**src/rtl/fmaalign_pipe_if.sv**
```systemverilog
`default_nettype none
//============================================================================
// Module   : fmaalign_pipe_if
// Purpose  : Handshake/data bundle for the pipelined FMA addend aligner.
//            FMAALIGN_PERF_EN adds the performance counter outputs.
// Revision : 1.0 - initial release
//============================================================================
interface fmaalign_pipe_if #(
    parameter int NE   = 11,
    parameter int NF   = 52,
    parameter int TAGW = 4
);
    logic              Flush;
    logic              InValid;
    logic              InReady;
    logic [NE-1:0]     Xe;
    logic [NE-1:0]     Ye;
    logic [NE-1:0]     Ze;
    logic [NF:0]       Zm;
    logic              XZero;
    logic              YZero;
    logic              ZZero;
    logic [TAGW-1:0]   InTag;
    logic              OutValid;
    logic              OutReady;
    logic [3*NF+3:0]   Am;
    logic              ASticky;
    logic              KillProd;
    logic              NFPlusThree;
    logic [TAGW-1:0]   OutTag;
`ifdef FMAALIGN_PERF_EN
    logic [31:0]       PerfKillProd;
    logic [31:0]       PerfKillZ;
    logic [31:0]       PerfStall;
`endif

    modport slave (
        input  Flush, InValid, Xe, Ye, Ze, Zm, XZero, YZero, ZZero, InTag, OutReady,
`ifdef FMAALIGN_PERF_EN
        output PerfKillProd, PerfKillZ, PerfStall,
`endif
        output InReady, OutValid, Am, ASticky, KillProd, NFPlusThree, OutTag
    );

    modport master (
        output Flush, InValid, Xe, Ye, Ze, Zm, XZero, YZero, ZZero, InTag, OutReady,
`ifdef FMAALIGN_PERF_EN
        input  PerfKillProd, PerfKillZ, PerfStall,
`endif
        input  InReady, OutValid, Am, ASticky, KillProd, NFPlusThree, OutTag
    );
endinterface
`default_nettype wire

```
**src/rtl/fmaalign_pipe.sv**
```systemverilog
`default_nettype none
//============================================================================
// Module   : fmaalign_pipe
// Purpose  : Two-stage FMA addend alignment (coarse then fine shift) with
//            valid/ready handshake and flush. FMAALIGN_PERF_EN adds counters.
// Revision : 1.0 - initial release
//============================================================================
module fmaalign_pipe #(
    parameter int NE    = 11,
    parameter int NF    = 52,
    parameter int BIAS  = 1023,
    parameter int SPLIT = 3,
    parameter int TAGW  = 4
) (
    input  wire logic        clk,
    input  wire logic        reset,
    fmaalign_pipe_if.slave   bus
);
    localparam int c_CW = NE + 2;
    localparam int c_PW = 4 * NF + 4;
    localparam int c_AW = 3 * NF + 4;
    localparam logic [c_CW-1:0] c_BIAS = c_CW'(BIAS);
    localparam logic [c_CW-1:0] c_NF2  = c_CW'(NF + 2);
    localparam logic [c_CW-1:0] c_KZ   = c_CW'(3 * NF + 3);

    // Handshake
    logic w_s2adv, w_inrdy, w_acc, w_s2ld;
    logic r_s1v, r_ov;

    assign w_s2adv = ~r_ov | bus.OutReady;
    assign w_inrdy = ~r_s1v | w_s2adv | bus.Flush;
    assign w_acc   = bus.InValid & w_inrdy & ~bus.Flush;
    assign w_s2ld  = r_s1v & w_s2adv & ~bus.Flush;

    // Stage 1 combinational: count, kills, coarse shift
    logic [c_CW-1:0]  w_acnt, w_csh;
    logic             w_kp, w_kz;
    logic [c_PW-1:0]  w_pre, w_c, w_c1, w_kp_pat;
    logic [SPLIT-1:0] w_lo1;

    assign w_acnt = {2'b00, bus.Xe} + {2'b00, bus.Ye} - c_BIAS + c_NF2 - {2'b00, bus.Ze};
    assign w_kp   = (w_acnt[c_CW-1] & ~bus.ZZero) | bus.XZero | bus.YZero;
    assign w_kz   = $signed(w_acnt) > $signed(c_KZ);
    assign w_pre  = {bus.Zm, {(3*NF+3){1'b0}}};
    assign w_csh  = {w_acnt[c_CW-1:SPLIT], {SPLIT{1'b0}}};
    assign w_c    = w_pre >> w_csh;
    assign w_kp_pat = {{(NF+2){1'b0}}, bus.Zm, {(2*NF+1){1'b0}}};

    // Kill overrides are folded into the coarse word so stage 2 only shifts;
    // the fine count is zeroed so the override pattern passes through intact.
    always_comb begin
        w_c1  = w_c;
        w_lo1 = w_acnt[SPLIT-1:0];
        if (w_kp) begin
            w_c1  = w_kp_pat;
            w_lo1 = '0;
        end else if (w_kz) begin
            w_c1  = '0;
            w_lo1 = '0;
        end
    end

    logic [c_PW-1:0]  r_c;
    logic [SPLIT-1:0] r_lo;
    logic             r_kp, r_kz, r_xyz, r_zz, r_nf3;
    logic [TAGW-1:0]  r_tag;

    always_ff @(posedge clk or negedge reset) begin
        if (!reset) begin
            r_s1v <= 1'b0;
            r_c   <= '0;
            r_lo  <= '0;
            r_kp  <= 1'b0;
            r_kz  <= 1'b0;
            r_xyz <= 1'b0;
            r_zz  <= 1'b0;
            r_nf3 <= 1'b0;
            r_tag <= '0;
        end else begin
            if (bus.Flush)
                r_s1v <= 1'b0;
            else if (w_inrdy)
                r_s1v <= bus.InValid;
            if (w_acc) begin
                r_c   <= w_c1;
                r_lo  <= w_lo1;
                r_kp  <= w_kp;
                r_kz  <= w_kz;
                r_xyz <= bus.XZero | bus.YZero;
                r_zz  <= bus.ZZero;
                r_nf3 <= &w_acnt;
                r_tag <= bus.InTag;
            end
        end
    end

    // Stage 2 combinational: fine shift and sticky
    logic [c_PW-1:0] w_s;
    logic            w_st;

    assign w_s = r_c >> r_lo;

    always_comb begin
        w_st = |w_s[NF-1:0];
        if (r_kp)
            w_st = ~r_xyz;
        else if (r_kz)
            w_st = ~r_zz;
    end

    logic [c_AW-1:0] r_am;
    logic            r_st, r_okp, r_onf3;
    logic [TAGW-1:0] r_otag;

    always_ff @(posedge clk or negedge reset) begin
        if (!reset) begin
            r_ov   <= 1'b0;
            r_am   <= '0;
            r_st   <= 1'b0;
            r_okp  <= 1'b0;
            r_onf3 <= 1'b0;
            r_otag <= '0;
        end else begin
            if (bus.Flush)
                r_ov <= 1'b0;
            else if (w_s2adv)
                r_ov <= r_s1v;
            if (w_s2ld) begin
                r_am   <= w_s[c_PW-1:NF];
                r_st   <= w_st;
                r_okp  <= r_kp;
                r_onf3 <= r_nf3;
                r_otag <= r_tag;
            end
        end
    end

    assign bus.InReady     = w_inrdy;
    assign bus.OutValid    = r_ov;
    assign bus.Am          = r_am;
    assign bus.ASticky     = r_st;
    assign bus.KillProd    = r_okp;
    assign bus.NFPlusThree = r_onf3;
    assign bus.OutTag      = r_otag;

`ifdef FMAALIGN_PERF_EN
    logic        r_okz;
    logic [31:0] r_pkp, r_pkz, r_pst;

    always_ff @(posedge clk or negedge reset) begin
        if (!reset) begin
            r_okz <= 1'b0;
            r_pkp <= '0;
            r_pkz <= '0;
            r_pst <= '0;
        end else begin
            if (w_s2ld)
                r_okz <= r_kz & ~r_kp;
            if (r_ov & bus.OutReady & r_okp & ~&r_pkp)
                r_pkp <= r_pkp + 32'd1;
            if (r_ov & bus.OutReady & r_okz & ~&r_pkz)
                r_pkz <= r_pkz + 32'd1;
            if (r_ov & ~bus.OutReady & ~&r_pst)
                r_pst <= r_pst + 32'd1;
        end
    end

    assign bus.PerfKillProd = r_pkp;
    assign bus.PerfKillZ    = r_pkz;
    assign bus.PerfStall    = r_pst;
`endif
endmodule
`default_nettype wire

```
**src/flat_wrapper.sv**
```systemverilog
// flat-port wrapper written by rule: the top's interface ports become plain ports
module fmaalign_pipe_flat 
#(
    parameter int NE    = 11,
    parameter int NF    = 52,
    parameter int BIAS  = 1023,
    parameter int SPLIT = 3,
    parameter int TAGW  = 4
)
  (clk, reset, bus_Flush, bus_InValid, bus_Xe, bus_Ye, bus_Ze, bus_Zm, bus_XZero, bus_YZero, bus_ZZero, bus_InTag, bus_OutReady, bus_InReady, bus_OutValid, bus_Am, bus_ASticky, bus_KillProd, bus_NFPlusThree, bus_OutTag);
  fmaalign_pipe_if #(.NE(NE), .NF(NF), .TAGW(TAGW)) bus_i ();
  input  wire logic clk;
  input  wire logic reset;
  input wire logic [$bits(bus_i.Flush)-1:0] bus_Flush;
  input wire logic [$bits(bus_i.InValid)-1:0] bus_InValid;
  input wire logic [$bits(bus_i.Xe)-1:0] bus_Xe;
  input wire logic [$bits(bus_i.Ye)-1:0] bus_Ye;
  input wire logic [$bits(bus_i.Ze)-1:0] bus_Ze;
  input wire logic [$bits(bus_i.Zm)-1:0] bus_Zm;
  input wire logic [$bits(bus_i.XZero)-1:0] bus_XZero;
  input wire logic [$bits(bus_i.YZero)-1:0] bus_YZero;
  input wire logic [$bits(bus_i.ZZero)-1:0] bus_ZZero;
  input wire logic [$bits(bus_i.InTag)-1:0] bus_InTag;
  input wire logic [$bits(bus_i.OutReady)-1:0] bus_OutReady;
  output wire logic [$bits(bus_i.InReady)-1:0] bus_InReady;
  output wire logic [$bits(bus_i.OutValid)-1:0] bus_OutValid;
  output wire logic [$bits(bus_i.Am)-1:0] bus_Am;
  output wire logic [$bits(bus_i.ASticky)-1:0] bus_ASticky;
  output wire logic [$bits(bus_i.KillProd)-1:0] bus_KillProd;
  output wire logic [$bits(bus_i.NFPlusThree)-1:0] bus_NFPlusThree;
  output wire logic [$bits(bus_i.OutTag)-1:0] bus_OutTag;
  assign bus_i.Flush = bus_Flush;
  assign bus_i.InValid = bus_InValid;
  assign bus_i.Xe = bus_Xe;
  assign bus_i.Ye = bus_Ye;
  assign bus_i.Ze = bus_Ze;
  assign bus_i.Zm = bus_Zm;
  assign bus_i.XZero = bus_XZero;
  assign bus_i.YZero = bus_YZero;
  assign bus_i.ZZero = bus_ZZero;
  assign bus_i.InTag = bus_InTag;
  assign bus_i.OutReady = bus_OutReady;
  assign bus_InReady = bus_i.InReady;
  assign bus_OutValid = bus_i.OutValid;
  assign bus_Am = bus_i.Am;
  assign bus_ASticky = bus_i.ASticky;
  assign bus_KillProd = bus_i.KillProd;
  assign bus_NFPlusThree = bus_i.NFPlusThree;
  assign bus_OutTag = bus_i.OutTag;
  fmaalign_pipe #(.NE(NE), .NF(NF), .BIAS(BIAS), .SPLIT(SPLIT), .TAGW(TAGW)) u_core (.clk(clk), .reset(reset), .bus(bus_i));
endmodule
```
**config.mk**
```make
export PLATFORM = sky130hd
export DESIGN_NAME = fmaalign_pipe_flat
export DESIGN_NICKNAME = d
export VERILOG_FILES = /design/src/rtl/fmaalign_pipe_if.sv /design/src/rtl/fmaalign_pipe.sv /design/src/flat_wrapper.sv
export SDC_FILE = /design/constraint.sdc
export NUM_CORES = 1
export LEC_CHECK = 0
export ABC_CLOCK_PERIOD_IN_PS = 3350
export BUFFER_PORTS_ARGS = -buffer_cell sky130_fd_sc_hd__buf_2
export CAP_MARGIN = 10
export CORE_MARGIN = 2
export CORE_UTILIZATION = 45
export CTS_BUF_LIST = sky130_fd_sc_hd__clkbuf_8
export DETAILED_ROUTE_END_ITERATION = 6
export PLACE_DENSITY = 0.72
export REMOVE_ABC_BUFFERS = 1
export SLEW_MARGIN = 20
export SYNTH_ARGS = -nofsm -noshare
export SYNTH_HDL_FRONTEND = slang
export SYNTH_SLANG_ARGS = --single-unit
```
**constraint.sdc**
```tcl
create_clock -name clk -period 3.35 [get_ports clk]
set_input_delay 0.67 -clock clk [delete_from_list [all_inputs] [get_ports clk]]
set_output_delay 0.67 -clock clk [all_outputs]
set_load 0.01 [all_outputs]
```
==> flow_summary.yaml <==
sta:
  timing.hold.ws_ns: 0.198
  tightest_slew_ns: 0.992
  post-route-period-util_pct: 124
  relSlewSlack_pct: 33.8
  finalSetupViolations: 211
  hold_viol_final: 0
  finalSetupTns_ns: -152.39
  period_needed_ns: 4.16
  rsz0062_at_grt: "true"
  clock_skew_ns: 0.0377
  fmax_mhz: 240
  maxSlewViolCount: 0
  worst_slack_ns: -0.813
synthesis:
  synthesis.area_um2: 24200
  yosysTopAreaCell: "dfrtp_1"
  netlist-cell-type-count: 75
  synth-seq-cells: 393
  syn_inst: 2293
  ys_seq_area_share_pct: 40.7
  synth.top_cell.area_share_pct: 40.7
  async_reset_ff_share_pct: 100
  yosys_most_used_dff: "dfrtp_1"
  syn_area_per_cell_um2: 10.5
  synth-edff-count: 0
  yosysWarningCount: 0
  yosys-top-cells-area: "dfrtp_1 (41%), mux4_2 (15%), mux2i_1 (8.6%)"
critical_path:
  start_kind: "primary input"
  r2r-start: "u_core.r_lo[0]"
  reg2reg_slack_ns: 0.74
  worstSetupEndpoint: "u_core.r_c[145]"
  r2r-end: "u_core.bus.ASticky"
  path_class: "primary input to register"
  ff2ff_path_depth: 6
  crit_slowest_cell: "ha_2"
  required_ns: 3.95
  cp_common_cell: "buf_4"
  startpoint: "bus_Ye[1]"
  worstPathArrival_ns: 4.76
  end_kind: "register"
  slowest_delay_ns: 0.40
  path_max_fanout: 7
global_routing:
  grt_overflow: 0
  antenna_found_initial: 2
  grt_usage_pct: 36.9
  grt_pass1_vias: 22541
  grt_pass1_wl_um: 151000
  grt_max_degree: 146
final_layout:
  multi_input_area_um2: 14500
  drive_gt1_share_pct: 40.8
  postLayoutCellArea_um2: 32500
  layout_commonest_cell: "dfrtp_1"
  area_growth_pct: 34.4
  final_cell_mix: "dfrtp_1 (390), buf_4 (341), nand2_1 (297)"
  final-seq-area_um2: 9850
  final.fill_count: 4357
  fin_nets: 2998
drt:
  drc: 0
  drtIter0Drc: 2276
  vias: 22908
  viasPerCell: 6.35
  detail-route-antenna-nets: 0
  wl_per_cell_um: 29.0
  drt_first_pass_iters: 6
  wirelength_um: 105000
floorplanning:
  coreArea_um2: 52900
  dieArea_um2: 55600
  rows: 84
  io_pins: 267
  dieWidth_um: 236
  start_util_pct: 45.7
  die_h_um: 236
power_and_ir_drop:
  p_per_area_nw_per_um2: 720
  power_mw: 23.4
  p_leak_nw: 14.4
  ir_drop_mv: 0.376
clock_network:
  cts_tree: "done"
  clock_latency_ns: 0.69
  clk_pin_slew_ns: 0.06
  cts-root-buf: "clkbuf_8"
  cts_buffer_depth: 3
  cts.htree.levels: 3
  cts_buffers: 73
  cts.sinks: 393
placement:
  hpwl_um: 76600
  dp_slack_ns: -1.95
  gp_congestion: 0.978
  post_dp_cell_area_um2: 28900
  numPortBuffers: 266
status:
  status: "finished with violations"
  violations: "setup timing"
flow_run:
  maxCapViolCount: 0
min_path:
  hold_path.class: "primary input to register"
Yosys cell counts, types with 11 or more instances:
cell / count
nor2_1: 71
and3_1: 17
nor2b_1: 11
nand3_1: 29
buf_2: 11
o21ai_1: 25
and2_1: 16
inv_1: 39
buf_1: 54
nand2b_1: 17
nor3_1: 35
ha_1: 33
nor4_1: 13
o221ai_1: 12
nand2_1: 300
a32oi_1: 18
a21o_1: 16
o211ai_1: 18
a31oi_1: 21
a32o_1: 25
a22o_1: 42
a21oi_1: 65
mux2_2: 14
nand4_1: 22
o21ai_0: 266
clkbuf_1: 141
mux4_2: 165
a22oi_1: 54
mux2i_1: 207
dfrtp_1: 393
through the flow:
step | std cells | utilization (%)
global route | 3605 | 61.5
global placement | 3421 | 54.7
CTS | 3586 | 60.0
floorplan | 2085 | -
finish | 3607 | 61.5
detailed placement | 3421 | 54.7
flip-flops by register name, summed over array words and instances, names as in the netlist, 3 cells and up:
signal             flops
u_core.r_c           212
u_core.r_lo            3
u_core.r_tag           4
u_core.bus.OutTag      4
u_core.bus.Am        160
critical path, delay by kind of cell:
family / cells / cell delay, ns
AND/OR/NAND/NOR: 6 / 0.70
buffers and inverters: 10 / 1.49
AO/OA/AOI/OAI: 7 / 1.25
adder cells (fa/ha/maj): 2 / 0.62
timing repair:
item                                    CTS  global route
cloned                                   13            10
gates resized for setup                 265           101
hold endpoints to repair                 54             0
endpoints found under the setup margin  211           211
hold buffers                              1             0
buffers inserted                         26            12
pin swaps                                62            67
worst min path at each step:
stage / startpoint / endpoint / cells after the start
after detailed placement: u_core.r_tag[3] / u_core.r_tag[3] / 2
after global routing: bus_InTag[0] / u_core.r_tag[0] / 3
after floorplan: reset / u_core.bus.ASticky / 0
final: bus_InTag[3] / u_core.r_tag[3] / 3
after global placement: u_core.r_tag[2] / u_core.r_tag[2] / 2
after CTS: bus_InTag[3] / u_core.r_tag[3] / 3
power by group:
part           internal, mW  leakage, nW  switching, mW
Clock                  2.56        0.838           2.26
Combinational          5.45         8.25           7.56
Sequential             5.11         5.33          0.452
metal layers:
| metal | track usage, % | part of all wire [%] | vias to the layer above |
|---|---|---|---|
| li1 | - | - | 9921 |
| met1 | 48.4 | 40 | 11559 |
| met2 | 57.7 | 45 | 1157 |
| met3 | 7.50 | 8.0 | 271 |
| met4 | 20.3 | 6.5 | 0 |
| met5 | 0 | 0 | - |
cell families after synthesis:
logic type               Yosys count  synth area share (%)
multiplexers                     386                  24.6
flip-flops                       393                  40.7
AND/OR/NAND/NOR                  560                  10.7
buffers and inverters            247                  3.94
AO/OA/AOI/OAI                    659                  17.8
adder cells (fa/ha/maj)           35                  1.87
XOR/XNOR                          13                 0.471
layout make-up:
class                           count  area share (%)
Tap cell                          688            2.65
Clock buffer                       88            3.73
Sequential cell                   393            30.3
Inverter                           39           0.451
Timing Repair Buffer              703            17.3
Multi-Input combinational cell   1655            44.7
Clock inverter                     38           0.785
Antenna cell                        3          0.0231
No activity file was read; power rests on OpenSTA's default activity.
